File: config.mk
export PLATFORM = sky130hd
export DESIGN_NAME = sat_accum_16bit
export DESIGN_NICKNAME = d
export VERILOG_FILES = /design/src/rtl/sat_accum_16bit_pkg.sv /design/src/rtl/sat_accum_16bit_addsub.sv /design/src/rtl/sat_accum_16bit.sv
export SDC_FILE = /design/constraint.sdc
export NUM_CORES = 1
export LEC_CHECK = 0
export ABC_AREA = 1
export ABC_CLOCK_PERIOD_IN_PS = 8890
export BUFFER_PORTS_ARGS = -buffer_cell sky130_fd_sc_hd__buf_2
export CAP_MARGIN = 40
export CORE_MARGIN = 2
export CORE_UTILIZATION = 48
export DETAILED_ROUTE_END_ITERATION = 10
export PLACE_DENSITY = 0.69
export SYNTH_ARGS = -nofsm -noshare
export SYNTH_HDL_FRONTEND = slang
export SYNTH_SLANG_ARGS = --single-unit
File: constraint.sdc
create_clock -name clock -period 8.89 [get_ports clock]
set_input_delay 0.889 -clock clock [delete_from_list [all_inputs] [get_ports clock]]
set_output_delay 0.889 -clock clock [all_outputs]
set_load 0.03 [all_outputs]
File: src/rtl/sat_accum_16bit_pkg.sv
// +----------------------------------------------------------------------------+
// | sat_accum_16bit_pkg                                                        |
// | Shared types and constants for the saturating frame accumulator.           |
// | Rev 1.0                                                                    |
// +----------------------------------------------------------------------------+
`default_nettype none

package sat_accum_16bit_pkg;

    localparam int DATA_W = 16;

    localparam logic [DATA_W-1:0] SAT_POS = 16'h7FFF;
    localparam logic [DATA_W-1:0] SAT_NEG = 16'h8000;

    typedef enum logic [0:0] {
        ACCUM = 1'b0,
        HOLD  = 1'b1
    } state_t;

endpackage

`default_nettype wire

File: src/rtl/sat_accum_16bit_addsub.sv
// +----------------------------------------------------------------------------+
// | addsub_16bit_cla                                                           |
// | 16-bit signed add/subtract, 4-bit-group carry lookahead, saturating.       |
// | Rev 1.0                                                                    |
// +----------------------------------------------------------------------------+
`default_nettype none

module addsub_16bit_cla
    import sat_accum_16bit_pkg::*;
(
    output logic [DATA_W-1:0] Sum,
    output logic              Ovfl,
    input  logic [DATA_W-1:0] A,
    input  logic [DATA_W-1:0] B,
    input  logic              Sub
);

    logic [DATA_W-1:0] w_b;
    logic [DATA_W-1:0] w_g;
    logic [DATA_W-1:0] w_p;
    logic [DATA_W-1:0] w_raw;
    logic              w_c15;
    logic              w_c16;
    logic              w_grp_c;
    logic              w_bit_c;
    logic              w_grp_g;
    logic              w_grp_p;

    assign w_b = B ^ {DATA_W{Sub}};
    assign w_g = A & w_b;
    assign w_p = A ^ w_b;

    // Group generate/propagate skip the carry across each nibble; bit carries ripple inside it.
    always_comb begin
        w_raw   = '0;
        w_c15   = 1'b0;
        w_grp_c = Sub;
        w_bit_c = 1'b0;
        w_grp_g = 1'b0;
        w_grp_p = 1'b0;
        for (int k = 0; k < 4; k++) begin
            w_grp_g = w_g[4*k+3]
                    | (w_p[4*k+3] & w_g[4*k+2])
                    | (w_p[4*k+3] & w_p[4*k+2] & w_g[4*k+1])
                    | (w_p[4*k+3] & w_p[4*k+2] & w_p[4*k+1] & w_g[4*k]);
            w_grp_p = &w_p[4*k +: 4];
            w_bit_c = w_grp_c;
            for (int j = 0; j < 4; j++) begin
                w_raw[4*k+j] = w_p[4*k+j] ^ w_bit_c;
                if (4*k+j == DATA_W-1) begin
                    w_c15 = w_bit_c;
                end
                w_bit_c = w_g[4*k+j] | (w_p[4*k+j] & w_bit_c);
            end
            w_grp_c = w_grp_g | (w_grp_p & w_grp_c);
        end
        w_c16 = w_grp_c;
    end

    // On overflow the true result's sign equals A's sign (operands had matching signs).
    assign Ovfl = w_c16 ^ w_c15;
    assign Sum  = Ovfl ? (A[DATA_W-1] ? SAT_NEG : SAT_POS) : w_raw;

endmodule

`default_nettype wire

File: src/rtl/sat_accum_16bit.sv
// +----------------------------------------------------------------------------+
// | sat_accum_16bit                                                            |
// | Frame-based saturating accumulator with valid/ready in and out.            |
// | Rev 1.0                                                                    |
// +----------------------------------------------------------------------------+
`default_nettype none

module sat_accum_16bit
    import sat_accum_16bit_pkg::*;
#(
    parameter int N_ITEMS = 4
) (
    input  logic              clock,
    input  logic              rst,
    input  logic              in_valid,
    output logic              in_ready,
    input  logic [DATA_W-1:0] in_data,
    input  logic              in_sub,
    input  logic              abort,
    output logic              out_valid,
    input  logic              out_ready,
    output logic [DATA_W-1:0] out_sum,
    output logic              out_ovfl
);

    localparam int CNT_W = ($clog2(N_ITEMS + 1) > 1) ? $clog2(N_ITEMS + 1) : 1;
    localparam logic [CNT_W-1:0] LAST_CNT = CNT_W'(N_ITEMS - 1);

    state_t             state;
    state_t             state_next;
    logic [DATA_W-1:0]  acc;
    logic [CNT_W-1:0]   cnt;
    logic               sticky;
    logic [DATA_W-1:0]  add_sum;
    logic               add_ovfl;
    logic               accept;
    logic               last;

    addsub_16bit_cla u_addsub (
        .Sum  (add_sum),
        .Ovfl (add_ovfl),
        .A    (acc),
        .B    (in_data),
        .Sub  (in_sub)
    );

    assign in_ready  = (state == ACCUM);
    assign out_valid = (state == HOLD);
    assign out_sum   = acc;
    assign out_ovfl  = sticky;

    assign accept = in_valid && in_ready && !abort;
    assign last   = (cnt == LAST_CNT);

    always_comb begin
        state_next = state;
        case (state)
            ACCUM: if (accept && last) state_next = HOLD;
            HOLD:  if (out_ready)      state_next = ACCUM;
            default:                   state_next = ACCUM;
        endcase
    end

    always_ff @(posedge clock or posedge rst) begin
        if (rst) begin
            state <= ACCUM;
        end else begin
            state <= state_next;
        end
    end

    // Abort only matters in ACCUM; a held result is never discarded.
    always_ff @(posedge clock or posedge rst) begin
        if (rst) begin
            acc    <= '0;
            cnt    <= '0;
            sticky <= 1'b0;
        end else if (state == ACCUM) begin
            if (abort) begin
                acc    <= '0;
                cnt    <= '0;
                sticky <= 1'b0;
            end else if (accept) begin
                acc    <= add_sum;
                sticky <= sticky | add_ovfl;
                cnt    <= last ? '0 : cnt + 1'b1;
            end
        end else if (out_ready) begin
            acc    <= '0;
            sticky <= 1'b0;
        end
    end

endmodule

`default_nettype wire

---- After elaboration in Yosys (flattened, before gate mapping) ----
Cells that the tools add are included.
W data, S select, Z words.
storage, ports and cells
  register bits after elaboration ......... 21
  output and inout bits ................... 19
  word-level logic and storage cells ...... 121
  input bits .............................. 22
operators by class
  equality and inequality tests ........... 2
  bitwise gates (word level) .............. 86
  add/subtract/negate cells ............... 1
  multiplexer cells ....................... 16
  reductions and logical operators ........ 12
operators by type and width
  cell                   count
  $mux W16               6
  $and A1 B1 Y1          36
  $xor A16 B16 Y16       2
  $or A1 B1 Y1           29
  $xor A1 B1 Y1          17
  $and A16 B16 Y16       1
  $reduce_and A4 Y1      4
  $mux W3                3
  $mux W1                6
  $reduce_and A2 Y1      2
  $add A3 B1 Y3 const B  1
  $eq A3 B2 Y1 const B   1
  $logic_and A1 B1 Y1    3
  $reduce_bool A3 Y1     1
  $ne A2 B2 Y1 const B   1
  $pmux W1 S2            1
  $reduce_bool A2 Y1     1
  $logic_not A1 Y1       1
  $not A1 Y1             1

---- Depth between registers and ports, before layout ----
  depth in word-level cells ............... 22
  mapped depth ............................ 21
  depth with buffers taken out ............ 19

---- By module ----
Synthesis repeated with hierarchy kept, for this count alone.
unflattened totals
  cells, all modules ...................... 273
  area, all modules ....................... 2,242.2 sq um
by module, submodules not included
  module            times used  cells each  area an instance (sq um)
  addsub_16bit_cla  1           172         1,285.0
  sat_accum_16bit   1           101         957.2

---- Least setup slack after synthesis ----
Ideal clock, no wire load.
  path kind ............................... in2reg
  start point ............................. input in_sub
  end point ............................... register acc[10], in the netlist out_sum[10]
  arrival time ............................ 4,136 ps
  slack ................................... 4,688 ps
  stages .................................. 19
  setup time .............................. 66 ps
  buffers on the path ..................... 3
  cell sequence ........................... buf_6 > buf_2 > xor2_1 > ha_1 > nand3_1 > nor2_1 > nor2_1 > nand2_2 > nand2_2 > nand2_4 > fa_1 > fa_1 > fa_1 > inv_1 > nand3_2 > nand3_4 > buf_12 > nand3_2 > nand2_1
between the ends
  longest elaborated chain between the ends .. 22
  elaborated cells between the ends (all ways) .. 63
  classes of those cells .................. mux: 4; bitwise: 55; reduce/logical: 4
RTL lines
  what                                                         line                                                                                      source
  from (decl)                                                  sat_accum_16bit.sv:18                                                                     input logic in_sub,
  $xor A16 B16 Y16                                             sat_accum_16bit_addsub.sv:29                                                              assign w_b = B ^ {DATA_W{Sub}};
  $xor A16 B16 Y16 / $and A16 B16 Y16 (equally long branches)  sat_accum_16bit_addsub.sv:31, sat_accum_16bit_addsub.sv:30
  $and A1 B1 Y1 (on tied branches)                             sat_accum_16bit_addsub.sv:43, sat_accum_16bit_addsub.sv:44, sat_accum_16bit_addsub.sv:45
  $or A1 B1 Y1, or another cell as far along                   sat_accum_16bit_addsub.sv:43                                                              | (w_p[4*k+3] & w_g[4*k+2])
  $or A1 B1 Y1 / $and A1 B1 Y1 (equally long branches)         sat_accum_16bit_addsub.sv:44, sat_accum_16bit_addsub.sv:45
  $or A1 B1 Y1                                                 sat_accum_16bit_addsub.sv:45                                                              | (w_p[4*k+3] & w_p[4*k+2] & w_p[4*k+1] & w_g[4*k]);
  $or A1 B1 Y1                                                 sat_accum_16bit_addsub.sv:55                                                              w_grp_c = w_grp_g | (w_grp_p & w_grp_c);
  $and A1 B1 Y1                                                sat_accum_16bit_addsub.sv:55
  [... 6 more ...]                                             n/a
  $or A1 B1 Y1                                                 sat_accum_16bit_addsub.sv:53                                                              w_bit_c = w_g[4*k+j] | (w_p[4*k+j] & w_bit_c);
  $and A1 B1 Y1                                                sat_accum_16bit_addsub.sv:53
  $or A1 B1 Y1                                                 sat_accum_16bit_addsub.sv:53
  $xor A1 B1 Y1                                                sat_accum_16bit_addsub.sv:61                                                              assign Ovfl = w_c16 ^ w_c15;
  $mux W16 (*)                                                 sat_accum_16bit_addsub.sv:62                                                              assign Sum = Ovfl ? (A[DATA_W-1] ? SAT_NEG : SAT_POS) : w_raw;
  $mux W16 (*)                                                 sat_accum_16bit.sv:83                                                                     end else if (accept) begin
  $mux W16 (*)                                                 sat_accum_16bit.sv:79                                                                     if (abort) begin
  $mux W16 (*)                                                 sat_accum_16bit.sv:78                                                                     end else if (state == ACCUM) begin
  to (signal assigned)                                         sat_accum_16bit.sv:84                                                                     acc <= add_sum;
  to (decl)                                                    sat_accum_16bit.sv:31                                                                     logic [DATA_W-1:0] acc;
Every way passes the cells marked *; elsewhere a longest branch is shown, timed or not. The select of a mux whose other input is x is not followed.
A chain may end at the register's enable or synchronous reset.

---- Worst setup path in the final report ----
  start point ............................. input in_sub
  end point ............................... register acc[2], in the netlist out_sum[2]
Same word-level chain as after synthesis.

==> impl_metrics.yaml <==
clocking:
  path_clk_slew_ns: 0.08
  cts_max_level: 1
  clockBufferDepth: 2
  postCtsSetupBuffers: 0
  cts_tree: "yes"
  clkLatencyLatePin_ns: 0.27
  root_buffer: "sky130_fd_sc_hd__clkbuf_8"
  numCtsBuffers: 3
  clock_sink_count: 21
  postCtsHoldBufs: 0
  cts_resized: 0
synth:
  synth-seq-cells: 21
  synth_area_leaders: "sky130_fd_sc_hd__dfrtp_1 26%, sky130_fd_sc_hd__fa_1 11%, sky130_fd_sc_hd__ha_1 11%, sky130_fd_sc_hd__nand2_1 8.6%, sky130_fd_sc_hd__xor2_1 7.4%"
  commonest_cells_post_synth: "46 x sky130_fd_sc_hd__nand2_1, 28 x sky130_fd_sc_hd__nand3_1, 27 x sky130_fd_sc_hd__inv_1"
  seq_area_frac_synth_pct: 26.2
  syn_area_sq_mm: 0.00200
  synth.avg_cell_area_sq_um: 8.63
  netlist_instances: 232
  yosysWarnings: 0
  synth_top_area_share_pct: 26.2
  synth-edff-count: 0
  synth_largest_area_cell: "sky130_fd_sc_hd__dfrtp_1"
  synth.net_count: 282
  synth-async-reset-ratio_pct: 100
  synthMostInstantiatedCell: "sky130_fd_sc_hd__nand2_1"
  synth_top_flop_cell: "sky130_fd_sc_hd__dfrtp_1"
  post_synth_num_cell_types: 28
route:
  postRouteWirelength_um: 3890
  drt-pass1-iter-count: 4
  antenna_left: 0
  post_drt_wl_per_cell_um: 12.2
  detail_route.vias_per_cell: 4.84
  drcViolationCount: 0
  first_iter_violations: 59
  detailroute.via_count: 1548
final_layout:
  area.sequential_sq_um: 526
  final_cells: 320
  final_nets: 321
  area_delta_synth_final_pct: 13.0
  drive_above_1_share_pct: 27.4
  final_core_util_pct: 56.6
  layout.filler_cells: 380
  multi_input_comb_area_sq_mm: 0.00130
  final_std_cell_area_no_fill_sq_mm: 0.00226
  num_antenna_cells: 0
floorplan:
  placement_rows: 23
  die_height_um: 68.6
  die_area_sq_mm: 0.00471
  design.core.area_sq_mm: 0.00400
  boundaryPins: 41
  die_w_um: 68.6
  initial_util_pct: 50.1
power:
  p_clk_share_pct: 9.7
  p_comb_share_pct: 65.4
  switching_power_as_a_share_of_total_power_pct: 52.4
  power.net_switching_uw: 355
  peakVddDrop_v: 0.000185
  share_seq_of_total_power_pct: 25.0
  p_per_area_mw_per_mm2: 300
  power_report.internal_total_uw: 323
  cellLeakagePower_uw: 0.00129
worst_setup_path:
  critPathMaxStageDelay_ns: 0.49
  cp.arrival_ns: 4.46
  startpoint_type: "primary input"
  worstSetupPathType: "in2reg"
  worstSetupEndpointType: "flip-flop"
  crit_chain: "buf_2 -> xor2_1 -> ha_1 -> nand2_1 -> nor2_1 -> nor2_1 -> nand2_2 -> nand2_2 -> nand2_2 -> nand2_2 -> nand2_4 -> fa_1 -> fa_1 -> fa_1 -> inv_1 -> nand3_2 -> nand3_4 -> nand3_1 -> nand2_1"
  critPathMostFrequentCell: "sky130_fd_sc_hd__nand2_2"
  critical_path.slowest_cell: "sky130_fd_sc_hd__fa_1"
  worstPathRequired_ns: 9.10
  crit_path_max_fanout: 19
placement:
  placedInstanceArea_sq_mm: 0.00222
  hpwlAfterDp_um: 3030
  numPlacedInstances: 316
  gp_congestion: 0.828
  place.port_buffers: 40
status:
  outcome: "completed"
global_routing:
  globalRouteTotalUtil_pct: 19.1
  use_met1_pct: 26.5
  antenna_violations_before_repair: 0
  busiest_layer: "met2"
  grt_overflow_total: 0
  grt_use_met3_pct: 3.73
  grt_pass1_vias: 1469
  pin_count_of_the_biggest_net_entering_global_routing: 20
  gr-usage-met2_pct: 30.2
  wire_length_of_the_first_global_routing_pass_um: 6710
worst_hold_path:
  class_of_the_tightest_hold_or_removal_check: "reg2reg"
timing:
  slew_viol_final: 0
  setup_violations: 0
  worst_slew_pin_slew_ns: 0.560
  hold_violations: 0
  post-route-min-period_ns: 4.25
  worst_slew_margin_rel_pct: 62.6
  unrepaired_setup_endpoints_after_global_routing: "no"
  layout_worst_path_cycle_share_pct: 47.9
  clock-skew-final_ns: 0.00236
  fmax_mhz: 235
  total_negative_slack_for_setup_checks_ns: 0
job:
  max_cap_violations: 0
logic make-up after synthesis:
logic type	after synthesis	synth area share (%)
simple gates	114	30.8
fa+ha+maj	28	21.6
compound gates	10	2.81
buf+inv	37	8.81
flops	21	26.2
xor+xnor	21	9.18
mux	1	0.562
placed cells by master (no fill, tap or decap), drive strengths merged:
cell    netlist  final
or2           1      1
nand4         1      1
inv          30     30
ha           17     17
dfrtp        21     21
xnor2         4      4
nand2        56     56
and3          1      1
a21oi         6      6
fa           11     11
clkinv        0      1
nand3        41     41
xor2         17     17
o211a         1      1
o22ai         1      1
o21ai         2      2
clkbuf        1      3
buf           6     41
mux2          1      1
nor2         14     14
per-layer routing:
metal / up-vias / part of all wire [%] / wire length, um
li1: 812 / - / -
met1: 703 / 50 / 1940
met2: 28 / 45 / 1770
met3: 5 / 3.8 / 148
met4: 0 / 0.95 / 37
met5: - / 0 / 0
worst paths after layout:
kind / start / endpoint / slack [ns] / cells past startpoint
hold / removal: cnt[2] / cnt[2] / 0.51 / 2
min in group asynchronous: rst / cnt[2] / 0.62 / 2
hold reg to reg: cnt[2] / cnt[2] / 0.51 / 2
max in group asynchronous: rst / out_sum[9] / 7.82 / 3
setup reg to reg: out_sum[7] / out_sum[2] / 5.48 / 15
setup / recovery: in_sub / out_sum[2] / 4.64 / 19
final cells by class:
class / count / area share, %
clock buffer: 3 / 1.82
inverter: 30 / 4.98
clock inverter: 1 / 0.221
sequential: 21 / 23.2
timing repair buffer: 41 / 9.51
tap: 50 / 2.76
multi-input combinational: 174 / 57.5
power by group through the flow:
stage	sequential, uW	combinational [uW]	clock, uW
after CTS	171	448	66.8
after floorplan	228	301	0
after detailed placement	172	446	0
after global placement	171	439	0
after global routing	177	507	73.0
final	170	444	65.6
through the flow:
stage	setup slack, ns	power, uW	hold slack [ns]
5_1_grt	4.31	756	0.567
3_3_place_gp	4.40	610	0.488
4_1_cts	4.61	685	0.511
3_5_place_dp	4.33	617	0.496
2_1_floorplan	4.69	529	0.472
6_report	4.64	679	0.510
worst max-delay path, delay by kind of cell:
family,cells,cell delay [ns]
buffers and inverters,2,0.58
XOR/XNOR,1,0.30
adder cells (fa/ha/maj),4,1.53
AND/OR/NAND/NOR,12,1.16
sequential cells by signal, summed over array words and instances (netlist names):
signal	cells
out_sum	16
out_valid	1
out_ovfl	1
cnt	3
(Power assumes the default switching activity.)
